===== src/rtl/iob_axi_burst_wr_pkg.sv =====
// ============================================================================
// iob_axi_burst_wr_pkg
// Shared AXI encodings and FSM state type for the AXI write-burst engine.
// Revision: 1.0
// ============================================================================
`default_nettype none

package iob_axi_burst_wr_pkg;

  localparam logic [1:0] AXI_BURST_INCR = 2'b01;

  localparam logic [1:0] AXI_RESP_OKAY   = 2'b00;
  localparam logic [1:0] AXI_RESP_EXOKAY = 2'b01;
  localparam logic [1:0] AXI_RESP_SLVERR = 2'b10;
  localparam logic [1:0] AXI_RESP_DECERR = 2'b11;

  localparam logic [3:0] AXI_CACHE_DEFAULT = 4'b0011;
  localparam logic [2:0] AXI_PROT_DEFAULT  = 3'b000;
  localparam logic [3:0] AXI_QOS_DEFAULT   = 4'b0000;

  typedef enum logic [1:0] {
    ST_IDLE = 2'd0,
    ST_ADDR = 2'd1,
    ST_DATA = 2'd2,
    ST_RESP = 2'd3
  } state_t;

endpackage

`default_nettype wire


===== src/rtl/iob_axi_wdata_buf.sv =====
// ============================================================================
// iob_axi_wdata_buf
// One-entry {data,strb} holding register; load and drain may occur together.
// Revision: 1.0
// ============================================================================
`default_nettype none

module iob_axi_wdata_buf #(
  parameter int DATA_W = 32
) (
  input  logic                clk_i,
  input  logic                rst_n_i,
  input  logic                load_i,
  input  logic                drain_i,
  input  logic [DATA_W-1:0]   data_i,
  input  logic [DATA_W/8-1:0] strb_i,
  output logic                full_o,
  output logic [DATA_W-1:0]   data_o,
  output logic [DATA_W/8-1:0] strb_o
);

  logic                full_q, full_d;
  logic [DATA_W-1:0]   data_q, data_d;
  logic [DATA_W/8-1:0] strb_q, strb_d;

  // A same-cycle reload wins over the drain so the entry stays full.
  always_comb begin
    full_d = full_q;
    data_d = data_q;
    strb_d = strb_q;
    if (drain_i) full_d = 1'b0;
    if (load_i) begin
      full_d = 1'b1;
      data_d = data_i;
      strb_d = strb_i;
    end
  end

  always_ff @(posedge clk_i) begin
    if (!rst_n_i) begin
      full_q <= 1'b0;
      data_q <= '0;
      strb_q <= '0;
    end else begin
      full_q <= full_d;
      data_q <= data_d;
      strb_q <= strb_d;
    end
  end

  assign full_o = full_q;
  assign data_o = data_q;
  assign strb_o = strb_q;

endmodule

`default_nettype wire


===== src/rtl/iob_axi_burst_wr.sv =====
// ============================================================================
// iob_axi_burst_wr
// Drains a native read port into a single AXI4 INCR write burst per run.
// Revision: 1.0
// ============================================================================
`default_nettype none

module iob_axi_burst_wr
  import iob_axi_burst_wr_pkg::*;
#(
  parameter int ADDR_W     = 32,
  parameter int DATA_W     = 32,
  parameter int AXI_ADDR_W = ADDR_W,
  parameter int AXI_DATA_W = DATA_W,
  parameter int AXI_LEN_W  = 8,
  parameter int AXI_ID_W   = 1
) (
  input  logic                    clk_i,
  input  logic                    rst_n_i,
  input  logic                    run_i,
  input  logic [ADDR_W-1:0]       addr_i,
  input  logic [AXI_LEN_W-1:0]    length_i,
  output logic                    ready_o,
  output logic                    error_o,
  output logic                    m_valid_o,
  output logic [ADDR_W-1:0]       m_addr_o,
  input  logic [DATA_W-1:0]       m_rdata_i,
  input  logic [DATA_W/8-1:0]     m_rstrb_i,
  input  logic                    m_ready_i,
  output logic [AXI_ID_W-1:0]     m_axi_awid,
  output logic [AXI_ADDR_W-1:0]   m_axi_awaddr,
  output logic [AXI_LEN_W-1:0]    m_axi_awlen,
  output logic [2:0]              m_axi_awsize,
  output logic [1:0]              m_axi_awburst,
  output logic                    m_axi_awlock,
  output logic [3:0]              m_axi_awcache,
  output logic [2:0]              m_axi_awprot,
  output logic [3:0]              m_axi_awqos,
  output logic                    m_axi_awvalid,
  input  logic                    m_axi_awready,
  output logic [AXI_DATA_W-1:0]   m_axi_wdata,
  output logic [AXI_DATA_W/8-1:0] m_axi_wstrb,
  output logic                    m_axi_wlast,
  output logic                    m_axi_wvalid,
  input  logic                    m_axi_wready,
  input  logic [AXI_ID_W-1:0]     m_axi_bid,
  input  logic [1:0]              m_axi_bresp,
  input  logic                    m_axi_bvalid,
  output logic                    m_axi_bready
);

  localparam int CNT_W      = AXI_LEN_W + 1;
  localparam int BEAT_SHIFT = $clog2(DATA_W / 8);

  state_t               state_q, state_d;
  logic [ADDR_W-1:0]    addr_q, addr_d;
  logic [AXI_LEN_W-1:0] len_q, len_d;
  logic [CNT_W-1:0]     fetched_q, fetched_d;
  logic [CNT_W-1:0]     sent_q, sent_d;
  logic                 error_q, error_d;

  logic [CNT_W-1:0]     len_ext;
  logic                 in_data;
  logic                 buf_full;
  logic                 buf_drain;
  logic                 fetch_hs;
  logic                 w_hs;
  logic [DATA_W-1:0]    buf_data;
  logic [DATA_W/8-1:0]  buf_strb;
  logic                 unused_bid;

  assign len_ext   = {1'b0, len_q};
  assign in_data   = (state_q == ST_DATA);
  assign buf_drain = in_data & buf_full & m_axi_wready;
  // Fetch may refill the buffer in the same cycle it drains, giving 1 beat/clk.
  assign m_valid_o = in_data & (fetched_q <= len_ext) & (~buf_full | buf_drain);
  assign m_addr_o  = addr_q + (ADDR_W'(fetched_q) << BEAT_SHIFT);
  assign fetch_hs  = m_valid_o & m_ready_i;
  assign w_hs      = m_axi_wvalid & m_axi_wready;

  iob_axi_wdata_buf #(
    .DATA_W (DATA_W)
  ) u_wdata_buf (
    .clk_i   (clk_i),
    .rst_n_i (rst_n_i),
    .load_i  (fetch_hs),
    .drain_i (buf_drain),
    .data_i  (m_rdata_i),
    .strb_i  (m_rstrb_i),
    .full_o  (buf_full),
    .data_o  (buf_data),
    .strb_o  (buf_strb)
  );

  always_comb begin
    state_d   = state_q;
    addr_d    = addr_q;
    len_d     = len_q;
    fetched_d = fetched_q;
    sent_d    = sent_q;
    error_d   = error_q;
    case (state_q)
      ST_IDLE: begin
        if (run_i) begin
          addr_d    = addr_i;
          len_d     = length_i;
          fetched_d = '0;
          sent_d    = '0;
          error_d   = 1'b0;
          state_d   = ST_ADDR;
        end
      end
      ST_ADDR: begin
        if (m_axi_awready) state_d = ST_DATA;
      end
      ST_DATA: begin
        if (fetch_hs) fetched_d = fetched_q + CNT_W'(1);
        if (w_hs) begin
          sent_d = sent_q + CNT_W'(1);
          if (m_axi_wlast) state_d = ST_RESP;
        end
      end
      ST_RESP: begin
        if (m_axi_bvalid) begin
          if (m_axi_bresp != AXI_RESP_OKAY) error_d = 1'b1;
          state_d = ST_IDLE;
        end
      end
      default: state_d = ST_IDLE;
    endcase
  end

  always_ff @(posedge clk_i) begin
    if (!rst_n_i) begin
      state_q   <= ST_IDLE;
      addr_q    <= '0;
      len_q     <= '0;
      fetched_q <= '0;
      sent_q    <= '0;
      error_q   <= 1'b0;
    end else begin
      state_q   <= state_d;
      addr_q    <= addr_d;
      len_q     <= len_d;
      fetched_q <= fetched_d;
      sent_q    <= sent_d;
      error_q   <= error_d;
    end
  end

  assign ready_o       = (state_q == ST_IDLE);
  assign error_o       = error_q;

  assign m_axi_awid    = '0;
  assign m_axi_awaddr  = AXI_ADDR_W'(addr_q);
  assign m_axi_awlen   = len_q;
  assign m_axi_awsize  = 3'(BEAT_SHIFT);
  assign m_axi_awburst = AXI_BURST_INCR;
  assign m_axi_awlock  = 1'b0;
  assign m_axi_awcache = AXI_CACHE_DEFAULT;
  assign m_axi_awprot  = AXI_PROT_DEFAULT;
  assign m_axi_awqos   = AXI_QOS_DEFAULT;
  assign m_axi_awvalid = (state_q == ST_ADDR);

  assign m_axi_wdata   = buf_data;
  assign m_axi_wstrb   = buf_strb;
  assign m_axi_wlast   = (sent_q == len_ext);
  assign m_axi_wvalid  = in_data & buf_full;

  assign m_axi_bready  = (state_q == ST_RESP);

  assign unused_bid    = ^m_axi_bid;

endmodule

`default_nettype wire


===== config.mk =====
export PLATFORM = sky130hd
export DESIGN_NAME = iob_axi_burst_wr
export DESIGN_NICKNAME = d
export VERILOG_FILES = /design/src/rtl/iob_axi_burst_wr_pkg.sv /design/src/rtl/iob_axi_wdata_buf.sv /design/src/rtl/iob_axi_burst_wr.sv
export SDC_FILE = /design/constraint.sdc
export NUM_CORES = 1
export LEC_CHECK = 0
export ABC_AREA = 1
export BUFFER_PORTS_ARGS = -buffer_cell sky130_fd_sc_hd__clkbuf_2
export CAP_MARGIN = 20
export CORE_ASPECT_RATIO = 0.8
export CORE_MARGIN = 5
export CORE_UTILIZATION = 49
export CTS_CLUSTER_SIZE = 14
export DETAILED_ROUTE_END_ITERATION = 10
export GPL_TIMING_DRIVEN = 0
export PLACE_DENSITY = 0.89
export SLEW_MARGIN = 20
export SYNTH_ARGS = -nofsm -noshare
export SYNTH_HDL_FRONTEND = slang
export SYNTH_HIERARCHICAL = 1
export SYNTH_SLANG_ARGS = --single-unit

===== constraint.sdc =====
create_clock -name clk_i -period 2.7 [get_ports clk_i]
set_input_delay 0.27 -clock clk_i [delete_from_list [all_inputs] [get_ports clk_i]]
set_output_delay 0.27 -clock clk_i [all_outputs]
set_load 0.01 [all_outputs]

Word level (Yosys, flattened, before mapping). Index checks and enable logic that the tools add are counted.

Add/sub/neg operators: 3. Multipliers: 0. Divide/modulo/power cells: 0. $lt $le $gt $ge: 1. Equality and inequality tests: 11. Shifts and indexed selects: 0. Mux-type cells: 17. Bitwise gates (word level): 7. Reductions and logical operators: 10.

Operators with widths (count): one-hot mux 9 bit (2 select lines) (2); adder 32 x 11 -> 32 bit (1); 2-to-1 mux 9 bit (3); adder 9 x 1 -> 9 bit, second input constant (2); 2-to-1 mux 2 bit (5); == test 9 x 8 -> 1 bit (1); <= comparator 9 x 8 -> 1 bit (1); != test 2 x 1 -> 1 bit, second input constant (4); one-hot mux 2 bit (4 select lines) (1); nonzero test 2 bit (4); != test 2 bit, second input constant (3); AND reduction 3 bit (2); bitwise AND 1 bit (5); 2-to-1 mux 1 bit (5); AND reduction 5 bit (1); == test 2 bit, second input constant (2); AND reduction 4 bit (1); == test 2 x 1 -> 1 bit, second input constant (1); logical NOT 2 bit (1); one-hot mux 1 bit (2 select lines) (1); AND reduction 2 bit (1); NOT 1 bit (1); OR 1 bit (1).

Flip-flop bits (word level): 98. Bits in latches: 0. Bits in writable memories: 0. Memory bits (read-only): 0. Input bits: 86. Output and inout bits: 133. Logic and storage cells: 58. Memories: 0.

Depth between registers and ports, before layout.
Word-level depth: 8. Depth in mapped cells: 16. Gate-level depth less buffers: 14.

Cells and area by module. Netlist, hierarchy kept.

Modules (own cells, without submodules): iob_axi_burst_wr (times used 1, cells an instance 559, area an instance 3992.6 um^2, sequential area each 1221.2 um^2); iob_axi_wdata_buf (times used 1, cells an instance 161, area an instance 1370.1 um^2, sequential area each 740.7 um^2).

Worst setup path before layout. No wires, ideal clock.

Path type: register to output. Start: reg addr_q[2] (netlist: m_axi_awaddr[2]). End: out m_addr_o[12]. Arrival time: 1.841 ns. Data required time: 2.430 ns. Setup slack: 0.589 ns. Cell stages (with the launch flop): 10. Path buffers: 0. Cell sequence: dfxtp_1 -> ha_1 -> fa_1 -> nand3_1 -> nand2_1 -> a21boi_2 -> o21ai_0 -> nand2_1 -> nand2_1 -> xor2_1.

Word-level cells in the longest chain between the ends: 1.

RTL lines: from (decl) (line iob_axi_burst_wr.sv:56) `logic [ADDR_W-1:0] addr_q, addr_d;`; from (signal assigned) (line iob_axi_burst_wr.sv:143) `addr_q <= addr_d;`; adder 32 x 11 -> 32 bit (line iob_axi_burst_wr.sv:77) `assign m_addr_o = addr_q + (ADDR_W'(fetched_q) << BEAT_SHIFT);`; to (decl) (line iob_axi_burst_wr.sv:26) `output logic [ADDR_W-1:0] m_addr_o,`.

Every way passes these cells.

Final worst setup path.
Start: reg fetched_q[0]. End: out m_addr_o[12].

Word-level cells in the longest chain between the ends: 1.

RTL lines: from (decl) (line iob_axi_burst_wr.sv:58) `logic [CNT_W-1:0] fetched_q, fetched_d;`; from (signal assigned) (line iob_axi_burst_wr.sv:145) `fetched_q <= fetched_d;`; adder 32 x 11 -> 32 bit (line iob_axi_burst_wr.sv:77).

Every way passes these cells.

==> out/qor.yml <==
status:
  status: "finished, final reports clean"
flow_run:
  maxCapViolations: 0
placed_design:
  dpl.hpwl_um: 12500
  globalplace.congestion: 0.907
  io_buffers: 198
  dpl_cell_area_um2: 6590
  place_inst: 1078
synth:
  yosysWarnings: 6
  synth.most_common_cell: "nor2_1"
  synth_top_area_frac: 0.366
  syn_avg_cell_area_um2: 7.45
  ys_dominant_reg_cell: "dfxtp_1"
  syn-instance-count: 720
  ys_seq_area_frac: 0.366
  synth-seq-cells: 98
  synthesis.area_um2: 5360
  async_flop_share: 0
  yosysUniqueCellTypes: 51
  yosysTopAreaCell: "dfxtp_1"
  synthTopCellsByArea: "dfxtp_1 37%, nor2_1 9.9%, o21ai_0 8.1%"
  ys_top_cells_by_count: "141 x nor2_1, 98 x dfxtp_1, 87 x o21ai_0, 81 x nand2_1, 57 x inv_1"
  synth_edf_count: 0
final_layout:
  drive_above_1_share: 0.324
  nNetsFinal: 1055
  design_area_um2: 6930
  final_cells: 1094
  num_antenna_cells: 0
  syn_to_final_growth_pct: 29.2
route:
  wl_per_cell_um: 14.6
  drt_wl_total_um: 15900
  via_per_inst: 5.05
  drt-initial-drc-count: 375
  drc: 0
  dr_total_vias: 5525
  drtAntennaViolNets: 0
  firstDrtPassIters: 5
critical_path:
  path_cells: "ha_1 -> fa_2 -> nand3_1 -> nand2_1 -> a21boi_4 -> o21ai_0 -> nand2_1 -> nand2_1 -> xor2_1 -> clkbuf_2"
  slowest_delay_ns: 0.38
  cp_num_buf_inv: 1
  critPathCaptureType: "primary output"
  crit_top_cell: "nand2_1"
  startpoint_type: "flip-flop"
  crit_type: "flip-flop to primary output"
  cp.arrival_ns: 2.36
  cp.required_ns: 2.43
  critical_path_peak_fanout: 6
  critPathSlowestCell: "fa_2"
  cp_top_family: "adder cells"
global_routing:
  grt_pass1_vias: 5043
  busiest_layer: "met2"
  met2_usage: 0.373
  antenna_found_initial: 0
  grtUsageTotal: 0.227
  met1_usage: 0.304
  grt_pass1_wl_um: 24800
  grt_max_degree: 17
  grt-ovfl-total: 0
  met3_usage: 0.0453
timing:
  fin_crit_sh: 0.972
  finalSetupViolCount: 0
  final_hold_viol_count: 0
  setup_tns_ns: 0
  relSlewSlack: 0.603
  period_needed_ns: 2.63
  slew_viol_final: 0
  worstMarginPinSlew_ns: 0.595
  clock_skew_ns: 0.00791
  rsz0062_at_grt: "no"
  fmax_ghz: 0.381
power_and_ir_drop:
  combPwrFrac: 0.424
  switching_share: 0.415
  ir_drop_v: 0.000517
  internal_power_uw: 3390
  p_leak_uw: 0.00346
  power_frac_clock: 0.210
  p_sw_uw: 2410
  power.density_nw_per_um2: 836
  pwr-share-seq: 0.366
die:
  die_height_um: 104
  dieArea_um2: 13100
  core_region_area_um2: 10800
  core.rowCount: 34
  initial_core_util: 0.496
  io_pins: 219
  die_w_um: 127
clock_tree:
  clock_sinks: 98
  cts.clk_slew.worst_paths_ns: 0.07
  htree_levels: 3
  cts_made_buffers: 9
  insertion_delay_ns: 0.34
  cts-root-buf: "clkbuf_16"
  cts_tree: "done"
  cts.path.max_buffers: 2
  postCtsSetupBuffers: 0
min_path:
  hp-class: "input pin to flip-flop"
## worst register-to-register path, delay by kind of cell (launching register included)
| kind | cells | cell delay (ns) |
|---|---|---|
| AO/OA/AOI/OAI | 1 | 0.18 |
| AND/OR/NAND/NOR | 9 | 0.71 |
| adder cells (fa/ha/maj) | 1 | 0.33 |
| buffers and inverters | 4 | 0.46 |
| flip-flops | 1 | 0.40 |
## power groups by stage
stage          Clock, µW  Combinational, µW  Sequential, µW
2_1_floorplan          0               1410            2210
3_3_place_gp           0               2360            2120
3_5_place_dp           0               2430            2140
4_1_cts             1230               2440            2110
5_1_grt             1290               2730            2170
6_report            1220               2460            2120
## flip-flops by register name, summed over array words and instances, names as in the netlist
name and flops:
m_axi_awaddr 32, m_axi_awlen 8, u_wdata_buf/data_o 32, u_wdata_buf/strb_o 4, state_q 2, error_o 1, u_wdata_buf/full_o 1, fetched_q 9
sent_q 9
## per-stage QoR
step	power, µW	setup slack [ns]	hold slack (ns)	util
6_report	5790	0.0744	0.157	0.641
3_5_place_dp	4560	0.310	0.474	0.610
2_1_floorplan	3610	0.589	0.398	-
5_1_grt	6190	0.00200	0.156	0.641
3_3_place_gp	4480	0.319	0.469	0.610
4_1_cts	5780	0.0313	0.147	0.637
## final timing paths
kind	startpoint	to	slack [ns]	cells past startpoint
hold reg to reg	error_o	error_o	0.48	2
setup reg to reg	m_axi_awlen[4]	u_wdata_buf/data_o[13]	0.50	15
setup / recovery	fetched_q[0]	m_addr_o[12]	0.07	10
hold / removal	m_rdata_i[25]	u_wdata_buf/data_o[25]	0.16	3
## cells by family after synthesis
family                     synth area share
xor gates and xnor gates             0.0506
other                               0.00140
buffers and inverters                 0.110
adders and majority gates            0.0574
and+or+nand+nor                       0.266
DFF                                   0.366
AOI/OAI and AO/OA                     0.149
## area by class of cell
type                       count  area, µm²
tap                          144        180
sequential                    98       1970
buffer                        47        337
clock inverter                 6       41.3
inverter                      63        253
clock buffer                  10        239
timing repair buffer         198        991
multi-input combinational    528       2920
fill                         991       3880
## layer usage
layer | vias to the layer above | share of wire
met5 | - | 0
met4 | 0 | 0.022
met1 | 2517 | 0.43
met3 | 30 | 0.064
li1 | 2754 | -
met2 | 224 | 0.48
## cell usage in the layout, fill, tap and decap left out, types with 3 or more instances in the layout
| cell | instances |
|---|---|
| inv_1 | 57 |
| nor3_1 | 7 |
| nand3_1 | 23 |
| xor2_1 | 20 |
| nor2_2 | 17 |
| nor3b_1 | 4 |
| buf_6 | 7 |
| nor3_2 | 5 |
| nand2_1 | 81 |
| buf_4 | 22 |
| conb_1 | 18 |
| clkbuf_16 | 9 |
| nor4_1 | 4 |
| nand2_2 | 9 |
| ha_1 | 19 |
| nand4_1 | 6 |
| xnor2_1 | 11 |
| o21ai_0 | 87 |
| a21oi_1 | 45 |
| clkinvlp_4 | 3 |
| dfxtp_1 | 94 |
| clkinv_2 | 3 |
| dfxtp_2 | 4 |
| nor2_1 | 141 |
| clkbuf_2 | 198 |
| clkbuf_1 | 13 |
## what timing repair did
action                                  4_1_cts  5_1_grt
pin swaps                                     1        1
endpoints found under the setup margin        1        8
gates resized for setup                       2       10
hold buffers                                  0        0
gates cloned                                  0        0
Note: power is estimated with default switching activity, not from simulation.
